File: src/rtl/alu_seq_pkg.sv
// Shared types and the hex display font for the sequential ALU core.
package alu_seq_pkg;

  typedef enum logic [2:0] {
    OpAdd = 3'b000,
    OpSub = 3'b001,
    OpAnd = 3'b010,
    OpOr  = 3'b011,
    OpXor = 3'b100,
    OpShl = 3'b101,
    OpShr = 3'b110,
    OpMul = 3'b111
  } op_e;

  typedef enum logic {
    StIdle = 1'b0,
    StMul  = 1'b1
  } state_e;

  // Active-low segments, bit 0 = a ... bit 6 = g; entry 0 is the rightmost element.
  localparam logic [15:0][6:0] HexSeg = {
    7'b0001110, 7'b0000110, 7'b0100001, 7'b1000110,
    7'b0000011, 7'b0001000, 7'b0010000, 7'b0000000,
    7'b1111000, 7'b0000010, 7'b0010010, 7'b0011001,
    7'b0110000, 7'b0100100, 7'b1111001, 7'b1000000
  };

  function automatic logic [6:0] hex_to_seg(input logic [3:0] nib);
    return HexSeg[nib];
  endfunction

endpackage

File: src/rtl/hex_scan.sv
// Multiplexed 4-digit 7-segment scanner with a free-running refresh counter.
module hex_scan
  import alu_seq_pkg::*;
#(
  parameter int unsigned REFRESH_BITS = 16
) (
  input  logic        clk,
  input  logic        rst_n,
  input  logic [15:0] value,
  output logic [6:0]  seg,
  output logic [3:0]  an
);

  logic [REFRESH_BITS-1:0] cnt_q;
  logic [1:0]              idx;
  logic [3:0]              nib;

  always_ff @(posedge clk) begin
    if (!rst_n) begin
      cnt_q <= '0;
    end else begin
      cnt_q <= cnt_q + 1'b1;
    end
  end

  always_comb begin
    idx = cnt_q[REFRESH_BITS-1 -: 2];
    an  = ~(4'b0001 << idx);
    nib = value[{idx, 2'b00} +: 4];
    seg = hex_to_seg(nib);
  end

endmodule

File: src/rtl/alu_seq_core.sv
// Clocked ALU with start/busy/done handshake, accumulator mode, shift-add
// multiplier and a built-in hex display scanner.
module alu_seq_core
  import alu_seq_pkg::*;
#(
  parameter int unsigned W            = 8,
  parameter int unsigned REFRESH_BITS = 16
) (
  input  logic         clk,
  input  logic         rst_n,
  input  logic         start,
  input  logic [2:0]   op,
  input  logic [W-1:0] a,
  input  logic [W-1:0] b,
  input  logic         cin,
  input  logic         acc_mode,
  output logic         busy,
  output logic         done,
  output logic [W-1:0] result,
  output logic [W-1:0] result_hi,
  output logic         carry,
  output logic         zero,
  output logic         ovf,
  output logic [6:0]   seg,
  output logic [3:0]   an
);

  localparam int unsigned SW = $clog2(W);
  localparam logic [SW-1:0] LastCnt = SW'(W - 1);

  state_e           state_q, state_d;
  logic [W-1:0]     mcand_q, mcand_d, mplier_q, mplier_d;
  logic [2*W-1:0]   prod_q, prod_d, prod_nxt;
  logic [SW-1:0]    cnt_q, cnt_d;
  logic [W-1:0]     result_q, result_d, result_hi_q, result_hi_d;
  logic             carry_q, carry_d, zero_q, zero_d, ovf_q, ovf_d, done_q, done_d;

  logic [W-1:0]     opa, res;
  logic [W:0]       sum, diff, step;
  logic [SW-1:0]    shamt;
  logic             car, ov;
  op_e              op_sel;

  always_comb begin
    op_sel = op_e'(op);
    opa    = acc_mode ? result_q : a;
    sum    = {1'b0, opa} + {1'b0, b} + {{W{1'b0}}, cin};
    diff   = {1'b0, opa} - {1'b0, b};
    shamt  = b[SW-1:0];
    res    = '0;
    car    = 1'b0;
    ov     = 1'b0;
    unique case (op_sel)
      OpAdd: begin
        res = sum[W-1:0];
        car = sum[W];
        ov  = (opa[W-1] == b[W-1]) && (res[W-1] != opa[W-1]);
      end
      OpSub: begin
        res = diff[W-1:0];
        car = ~diff[W];
        ov  = (opa[W-1] != b[W-1]) && (res[W-1] != opa[W-1]);
      end
      OpAnd:   res = opa & b;
      OpOr:    res = opa | b;
      OpXor:   res = opa ^ b;
      OpShl:   res = opa << shamt;
      OpShr:   res = opa >> shamt;
      default: res = '0;
    endcase
    // One shift-add step: add into the upper half, then shift the whole product right.
    step     = {1'b0, prod_q[2*W-1:W]} + (mplier_q[0] ? {1'b0, mcand_q} : '0);
    prod_nxt = {step, prod_q[W-1:1]};
  end

  always_comb begin
    state_d     = state_q;
    mcand_d     = mcand_q;
    mplier_d    = mplier_q;
    prod_d      = prod_q;
    cnt_d       = cnt_q;
    result_d    = result_q;
    result_hi_d = result_hi_q;
    carry_d     = carry_q;
    zero_d      = zero_q;
    ovf_d       = ovf_q;
    done_d      = 1'b0;
    unique case (state_q)
      StIdle: begin
        if (start) begin
          if (op_sel == OpMul) begin
            mcand_d  = opa;
            mplier_d = b;
            prod_d   = '0;
            cnt_d    = '0;
            state_d  = StMul;
          end else begin
            result_d    = res;
            result_hi_d = '0;
            carry_d     = car;
            zero_d      = (res == '0);
            ovf_d       = ov;
            done_d      = 1'b1;
          end
        end
      end
      StMul: begin
        prod_d   = prod_nxt;
        mplier_d = mplier_q >> 1;
        cnt_d    = cnt_q + 1'b1;
        if (cnt_q == LastCnt) begin
          result_d    = prod_nxt[W-1:0];
          result_hi_d = prod_nxt[2*W-1:W];
          carry_d     = 1'b0;
          zero_d      = (prod_nxt == '0);
          ovf_d       = (prod_nxt[2*W-1:W] != '0);
          done_d      = 1'b1;
          state_d     = StIdle;
        end
      end
      default: state_d = StIdle;
    endcase
  end

  always_ff @(posedge clk) begin
    if (!rst_n) begin
      state_q     <= StIdle;
      mcand_q     <= '0;
      mplier_q    <= '0;
      prod_q      <= '0;
      cnt_q       <= '0;
      result_q    <= '0;
      result_hi_q <= '0;
      carry_q     <= 1'b0;
      zero_q      <= 1'b0;
      ovf_q       <= 1'b0;
      done_q      <= 1'b0;
    end else begin
      state_q     <= state_d;
      mcand_q     <= mcand_d;
      mplier_q    <= mplier_d;
      prod_q      <= prod_d;
      cnt_q       <= cnt_d;
      result_q    <= result_d;
      result_hi_q <= result_hi_d;
      carry_q     <= carry_d;
      zero_q      <= zero_d;
      ovf_q       <= ovf_d;
      done_q      <= done_d;
    end
  end

  assign busy      = (state_q == StMul);
  assign done      = done_q;
  assign result    = result_q;
  assign result_hi = result_hi_q;
  assign carry     = carry_q;
  assign zero      = zero_q;
  assign ovf       = ovf_q;

  logic [15:0] disp_val;
  always_comb begin
    disp_val        = '0;
    disp_val[W-1:0] = result_q;
  end

  hex_scan #(
    .REFRESH_BITS(REFRESH_BITS)
  ) u_hex_scan (
    .clk  (clk),
    .rst_n(rst_n),
    .value(disp_val),
    .seg  (seg),
    .an   (an)
  );

endmodule

File: config.mk
export PLATFORM = sky130hd
export DESIGN_NAME = alu_seq_core
export DESIGN_NICKNAME = d
export VERILOG_FILES = /design/src/rtl/alu_seq_pkg.sv /design/src/rtl/hex_scan.sv /design/src/rtl/alu_seq_core.sv
export SDC_FILE = /design/constraint.sdc
export NUM_CORES = 1
export LEC_CHECK = 0
export ABC_CLOCK_PERIOD_IN_PS = 5300
export CAP_MARGIN = 30
export CORE_ASPECT_RATIO = 1.2
export CORE_MARGIN = 5
export CORE_UTILIZATION = 45
export CTS_BUF_LIST = sky130_fd_sc_hd__clkbuf_2 sky130_fd_sc_hd__clkbuf_4 sky130_fd_sc_hd__clkbuf_8
export DETAILED_ROUTE_END_ITERATION = 8
export PLACE_DENSITY = 0.66
export SYNTH_ARGS = -nofsm -noshare
export SYNTH_HDL_FRONTEND = slang
export SYNTH_SLANG_ARGS = --single-unit
export TNS_END_PERCENT = 20
File: constraint.sdc
create_clock -name clk -period 5.3 [get_ports clk]
set_input_delay 1.59 -clock clk [delete_from_list [all_inputs] [get_ports clk]]
set_output_delay 1.59 -clock clk [all_outputs]
set_load 0.01 [all_outputs]
==> report_table.html <==
<table>
<tr><th>Metric</th><th>Value</th></tr>
<tr><th colspan="2">Synth</th></tr>
<tr><td>Sequential cell area fraction in the yosys report</td><td>0.258</td></tr>
<tr><td>Synth async-reset ratio</td><td>0</td></tr>
<tr><td>Number of nets produced by synthesis</td><td>747</td></tr>
<tr><td>Post-Syn Area</td><td>5500 um2</td></tr>
<tr><td>Total of flip-flops plus latches after synthesis</td><td>71</td></tr>
<tr><td>Unique masters post-synth</td><td>68</td></tr>
<tr><td>Number of synthesized flops with an enable pin</td><td>0</td></tr>
<tr><td>Count of yosys warnings during synthesis</td><td>0</td></tr>
<tr><td>Main synth FF type</td><td>sky130_fd_sc_hd__dfxtp_1</td></tr>
<tr><td>Cell count after synthesis</td><td>673</td></tr>
<tr><td>Synthesized area per cell</td><td>8.18 um2</td></tr>
<tr><th colspan="2">GRT</th></tr>
<tr><td>Grt ovf</td><td>0</td></tr>
<tr><td>Pin count of the biggest net entering global routing</td><td>75</td></tr>
<tr><td>Number of global-route vias before repair</td><td>4858</td></tr>
<tr><td>Total routing resource utilization after global routing</td><td>0.202</td></tr>
<tr><td>First-pass GRT wire length</td><td>about 24 mm</td></tr>
<tr><td>Number of antenna violations at the first check in global routing</td><td>0</td></tr>
<tr><th colspan="2">Routing</th></tr>
<tr><td>Total vias in the final route</td><td>4961</td></tr>
<tr><td>Remaining antenna violation count</td><td>0</td></tr>
<tr><td>Post-DR vias/cell</td><td>5.60</td></tr>
<tr><td>Post-detailed-route DRC marker count</td><td>0</td></tr>
<tr><td>Number of detailed-routing iterations run before antenna repair</td><td>5</td></tr>
<tr><td>Average wire per standard cell</td><td>between 15 and 20 um</td></tr>
<tr><td>Routed Wire Length</td><td>roughly 15 mm</td></tr>
<tr><td>Number of violations reported at the end of detailed-routing iteration 0</td><td>310</td></tr>
<tr><th colspan="2">Setup path</th></tr>
<tr><td>Endpoint arrival time on the critical path</td><td>a little under 5 ns</td></tr>
<tr><td>Type of the worst setup path</td><td>in -&gt; reg</td></tr>
<tr><td>Launching element type of the critical path</td><td>input pin</td></tr>
<tr><td>Reg-to-reg critical path startpoint</td><td>mplier_q[0]$_SDFFE_PN0P_</td></tr>
<tr><td>Highest net fanout along the worst path</td><td>15</td></tr>
<tr><td>Capturing instance or port of the critical path</td><td>zero$_SDFFE_PN0P_</td></tr>
<tr><td>Count of cells along the worst register-to-register path</td><td>12</td></tr>
<tr><td>Worst setup startpoint</td><td>acc_mode</td></tr>
<tr><td>Reg-to-reg slack, setup</td><td>1.97 ns</td></tr>
<tr><td>CP Capture Type</td><td>flop</td></tr>
<tr><td>Reg2reg end</td><td>ovf$_SDFFE_PN0P_</td></tr>
<tr><td>Data required time of the critical path</td><td>5.58 ns</td></tr>
<tr><th colspan="2">Timing</th></tr>
<tr><td>Unrepaired setup endpoints after global routing</td><td>no</td></tr>
<tr><td>Setup-failing EPs final</td><td>0</td></tr>
<tr><td>Total count of max-transition violations in the final report</td><td>0</td></tr>
<tr><td>Setup total negative slack</td><td>0 ns</td></tr>
<tr><td>Worst slew margin relative to its limit</td><td>0.465</td></tr>
<tr><td>Final clock skew</td><td>0.00896 ns</td></tr>
<tr><td>Period minus WS final</td><td>4.64 ns</td></tr>
<tr><td>Transition time at the pin with the least slew margin</td><td>0.801 ns</td></tr>
<tr><td>Final hold viol count</td><td>0</td></tr>
<tr><td>Worst setup margin</td><td>0.655 ns</td></tr>
<tr><td>Achievable clock frequency</td><td>~220 MHz</td></tr>
<tr><td>Fraction of the cycle the final worst path needs</td><td>0.876</td></tr>
<tr><td>Hold WS</td><td>0.446 ns</td></tr>
<tr><th colspan="2">Final layout</th></tr>
<tr><td>Area of the multi-input gates</td><td>approximately 3800 um2</td></tr>
<tr><td>ANT cells</td><td>0</td></tr>
<tr><td>Fraction of final layout cells sized beyond drive strength 1</td><td>0.0897</td></tr>
<tr><td>Final design utilization</td><td>0.532</td></tr>
<tr><td>Number of nets in the finished design</td><td>794</td></tr>
<tr><td>Post-route insts no fill</td><td>886</td></tr>
<tr><td>Layout fillers</td><td>1180</td></tr>
<tr><td>Syn-to-layout area delta</td><td>16.4%</td></tr>
<tr><td>Post-Layout Inst Area</td><td>about 6400 um2</td></tr>
<tr><td>Total area of sequential cells</td><td>between 1000 and 1500 um2</td></tr>
<tr><th colspan="2">Floorplan</th></tr>
<tr><td>Area of the die</td><td>14600 um2</td></tr>
<tr><td>Chip width</td><td>about 110 um</td></tr>
<tr><td>FP Rows</td><td>44</td></tr>
<tr><td>Core area</td><td>12100 um2</td></tr>
<tr><td>Vert. Die Dim</td><td>131 um</td></tr>
<tr><td>Effective utilization at floorplan</td><td>0.457</td></tr>
<tr><td>Ports</td><td>56</td></tr>
<tr><th colspan="2">Min path</th></tr>
<tr><td>Hold Crit Start</td><td>u_hex_scan.cnt_q[0]$_SDFF_PN0_</td></tr>
<tr><td>Hold Path Class</td><td>reg -&gt; reg</td></tr>
<tr><th colspan="2">Power and ir drop</th></tr>
<tr><td>Overall Power</td><td>roughly 1.3 mW</td></tr>
<tr><td>Static leakage power</td><td>2.73 nW</td></tr>
<tr><td>Max rail drop VDD</td><td>about 0.00018 V</td></tr>
<tr><td>Power density relative to cell area</td><td>206 nW/um2</td></tr>
<tr><th colspan="2">Place</th></tr>
<tr><td>Placed cells</td><td>870</td></tr>
<tr><td>Total of buffers placed on input and output ports</td><td>55</td></tr>
<tr><td>Post-DP HPWL</td><td>around 11 mm</td></tr>
<tr><td>Cell area after placement</td><td>slightly above 6000 um2</td></tr>
<tr><td>Minimum setup slack after placement</td><td>0.323 ns</td></tr>
<tr><td>Gp weighted congestion</td><td>0.940</td></tr>
<tr><th colspan="2">Clock tree</th></tr>
<tr><td>Clock root buffer</td><td>sky130_fd_sc_hd__clkbuf_8</td></tr>
<tr><td>Post-CTS repair timing setup buffer count</td><td>0</td></tr>
<tr><td>Worst skew pair latency</td><td>0.35 ns</td></tr>
<tr><td>Hold-fix buffers at CTS</td><td>0</td></tr>
<tr><td>Clock slew seen by the registers of the worst setup and hold paths</td><td>0.08 ns</td></tr>
<tr><td>CTS buffer count</td><td>9</td></tr>
<tr><td>Cells resized by post-CTS repair</td><td>0</td></tr>
<tr><td>TritonCTS clock tree</td><td>yes</td></tr>
<tr><td>H-Tree Level Count</td><td>3</td></tr>
<tr><td>Total number of clock tree sinks</td><td>71</td></tr>
<tr><td>Largest buffer count on any clock path</td><td>2</td></tr>
<tr><th colspan="2">Outcome</th></tr>
<tr><td>Outcome</td><td>complete, no violations</td></tr>
<tr><th colspan="2">Flow run</th></tr>
<tr><td>Max-cap check violation count</td><td>0</td></tr>
</table>
==> worst min path at each step <==
stage	end	slack (ns)	cells past startpoint
2_1_floorplan	u_hex_scan.cnt_q[0]$_SDFF_PN0_	0.41	1
3_3_place_gp	u_hex_scan.cnt_q[0]$_SDFF_PN0_	0.42	1
3_5_place_dp	u_hex_scan.cnt_q[0]$_SDFF_PN0_	0.44	1
4_1_cts	u_hex_scan.cnt_q[0]$_SDFF_PN0_	0.45	1
5_1_grt	u_hex_scan.cnt_q[0]$_SDFF_PN0_	0.48	1
6_report	u_hex_scan.cnt_q[0]$_SDFF_PN0_	0.45	1
==> synthesized netlist by cell type (all sizes together) (3+ instances only) <==
cell | count | area share
xor2 | 8 | 0.016
o21a | 5 | 0.0068
mux2i | 22 | 0.041
o22ai | 5 | 0.0057
nand4 | 7 | 0.0080
nand3 | 23 | 0.021
nor2b | 13 | 0.016
buf | 7 | 0.010
a31oi | 5 | 0.0057
a21o | 4 | 0.0055
fa | 4 | 0.015
dfxtp | 71 | 0.26
nand2b | 8 | 0.0091
nand2 | 87 | 0.059
or4 | 3 | 0.0048
mux2 | 3 | 0.0061
a22oi | 9 | 0.012
mux4 | 6 | 0.025
and3 | 8 | 0.0091
ha | 46 | 0.10
and2 | 42 | 0.048
a221oi | 3 | 0.0048
o21ai | 36 | 0.033
a21oi | 21 | 0.019
clkbuf | 36 | 0.026
o21bai | 4 | 0.0055
or2 | 4 | 0.0045
nor2 | 33 | 0.023
inv | 30 | 0.020
o211a | 15 | 0.027
nand3b | 3 | 0.0041
a211o | 3 | 0.0048
xnor2 | 24 | 0.038
o211ai | 13 | 0.019
a22o | 4 | 0.0064
a211oi | 7 | 0.0095
nor3b | 3 | 0.0041
a21boi | 13 | 0.018
nor3 | 13 | 0.013
==> cell type report <==
cell class / count / share of cell area
inverters: 30 / 0.0176
clock inverters: 5 / 0.00547
multi-input cells: 529 / 0.589
clock buffers: 11 / 0.0217
flip-flops and latches: 71 / 0.222
repair buffers: 79 / 0.113
well taps: 161 / 0.0314
==> routing by layer <==
metal,track usage,wire length (um)
met3,0.0350,650
met4,0.0849,425
met2,0.344,7350
met1,0.250,6540
met5,0,0
==> cells by family (layout without fill, tap and decap cells) <==
kind of cell | Yosys count | count (layout) | synth area share
mux | 31 | 31 | 0.0714
compound gates | 160 | 160 | 0.204
buf+inv | 73 | 125 | 0.0568
flops | 71 | 71 | 0.258
xor+xnor | 32 | 32 | 0.0543
fa+ha+maj | 50 | 50 | 0.119
simple gates | 256 | 256 | 0.236
==> worst max-delay path: stages <==
cell and delay (ns):
sky130_fd_sc_hd__clkdlybuf4s50_1 0.54, sky130_fd_sc_hd__buf_4 0.27, sky130_fd_sc_hd__mux2i_1 0.11, sky130_fd_sc_hd__buf_4 0.17
sky130_fd_sc_hd__ha_1 0.43, sky130_fd_sc_hd__nor3_1 0.12, sky130_fd_sc_hd__a2111o_1 0.42, sky130_fd_sc_hd__a32oi_1 0.21
sky130_fd_sc_hd__xnor2_1 0.15, sky130_fd_sc_hd__o311ai_1 0.14, sky130_fd_sc_hd__nand3b_1 0.19, sky130_fd_sc_hd__or4_1 0.50
sky130_fd_sc_hd__o211ai_2 0.07
==> sequential cells by signal (all words and copies together) (netlist names) <==
register	cells
busy	1
carry	1
cnt_q	3
done	1
mcand_q	8
mplier_q	8
ovf	1
prod_q	15
result	8
result_hi	8
u_hex_scan.cnt_q	16
zero	1
==> report_power, final <==
| part | switching (mW) | internal (mW) | total, mW | leakage (nW) |
|---|---|---|---|---|
| combinational | 0.208 | 0.170 | 0.378 | 2.07 |
| clock | 0.201 | 0.180 | 0.381 | 0.0901 |
| sequential | 0.0158 | 0.548 | 0.563 | 0.575 |
| total | 0.425 | 0.898 | 1.32 | 2.73 |
==> layout by cell type, fill, tap and decap left out, types with 5 or more instances in the layout <==
master                            synthesis  final
sky130_fd_sc_hd__and2_1                  42     42
sky130_fd_sc_hd__o21a_1                   5      5
sky130_fd_sc_hd__a22oi_1                  9      9
sky130_fd_sc_hd__xnor2_1                 24     24
sky130_fd_sc_hd__nor3_1                  12     12
sky130_fd_sc_hd__nand3_1                 23     23
sky130_fd_sc_hd__nor2_1                  32     32
sky130_fd_sc_hd__xor2_1                   7      7
sky130_fd_sc_hd__and3_1                   8      8
sky130_fd_sc_hd__o21ai_0                 31     31
sky130_fd_sc_hd__clkbuf_8                 1      9
sky130_fd_sc_hd__a31oi_1                  5      5
sky130_fd_sc_hd__a21oi_1                 21     20
sky130_fd_sc_hd__buf_4                    3     24
sky130_fd_sc_hd__clkdlybuf4s50_1          0     54
sky130_fd_sc_hd__a21boi_0                 8      8
sky130_fd_sc_hd__inv_2                    6      6
sky130_fd_sc_hd__a21boi_1                 5      5
sky130_fd_sc_hd__o22ai_1                  5      5
sky130_fd_sc_hd__inv_1                   24     24
sky130_fd_sc_hd__nand2b_1                 8      8
sky130_fd_sc_hd__o211ai_1                12     12
sky130_fd_sc_hd__nand4_1                  7      7
sky130_fd_sc_hd__mux2i_1                 21     21
sky130_fd_sc_hd__o211a_1                 15     15
sky130_fd_sc_hd__a211oi_1                 7      7
sky130_fd_sc_hd__dfxtp_1                 71     71
sky130_fd_sc_hd__ha_1                    46     46
sky130_fd_sc_hd__nor2b_1                 12     12
sky130_fd_sc_hd__mux4_2                   6      6
sky130_fd_sc_hd__nand2_1                 87     87
sky130_fd_sc_hd__o21ai_1                  5      5
(Power assumes the default switching activity.)
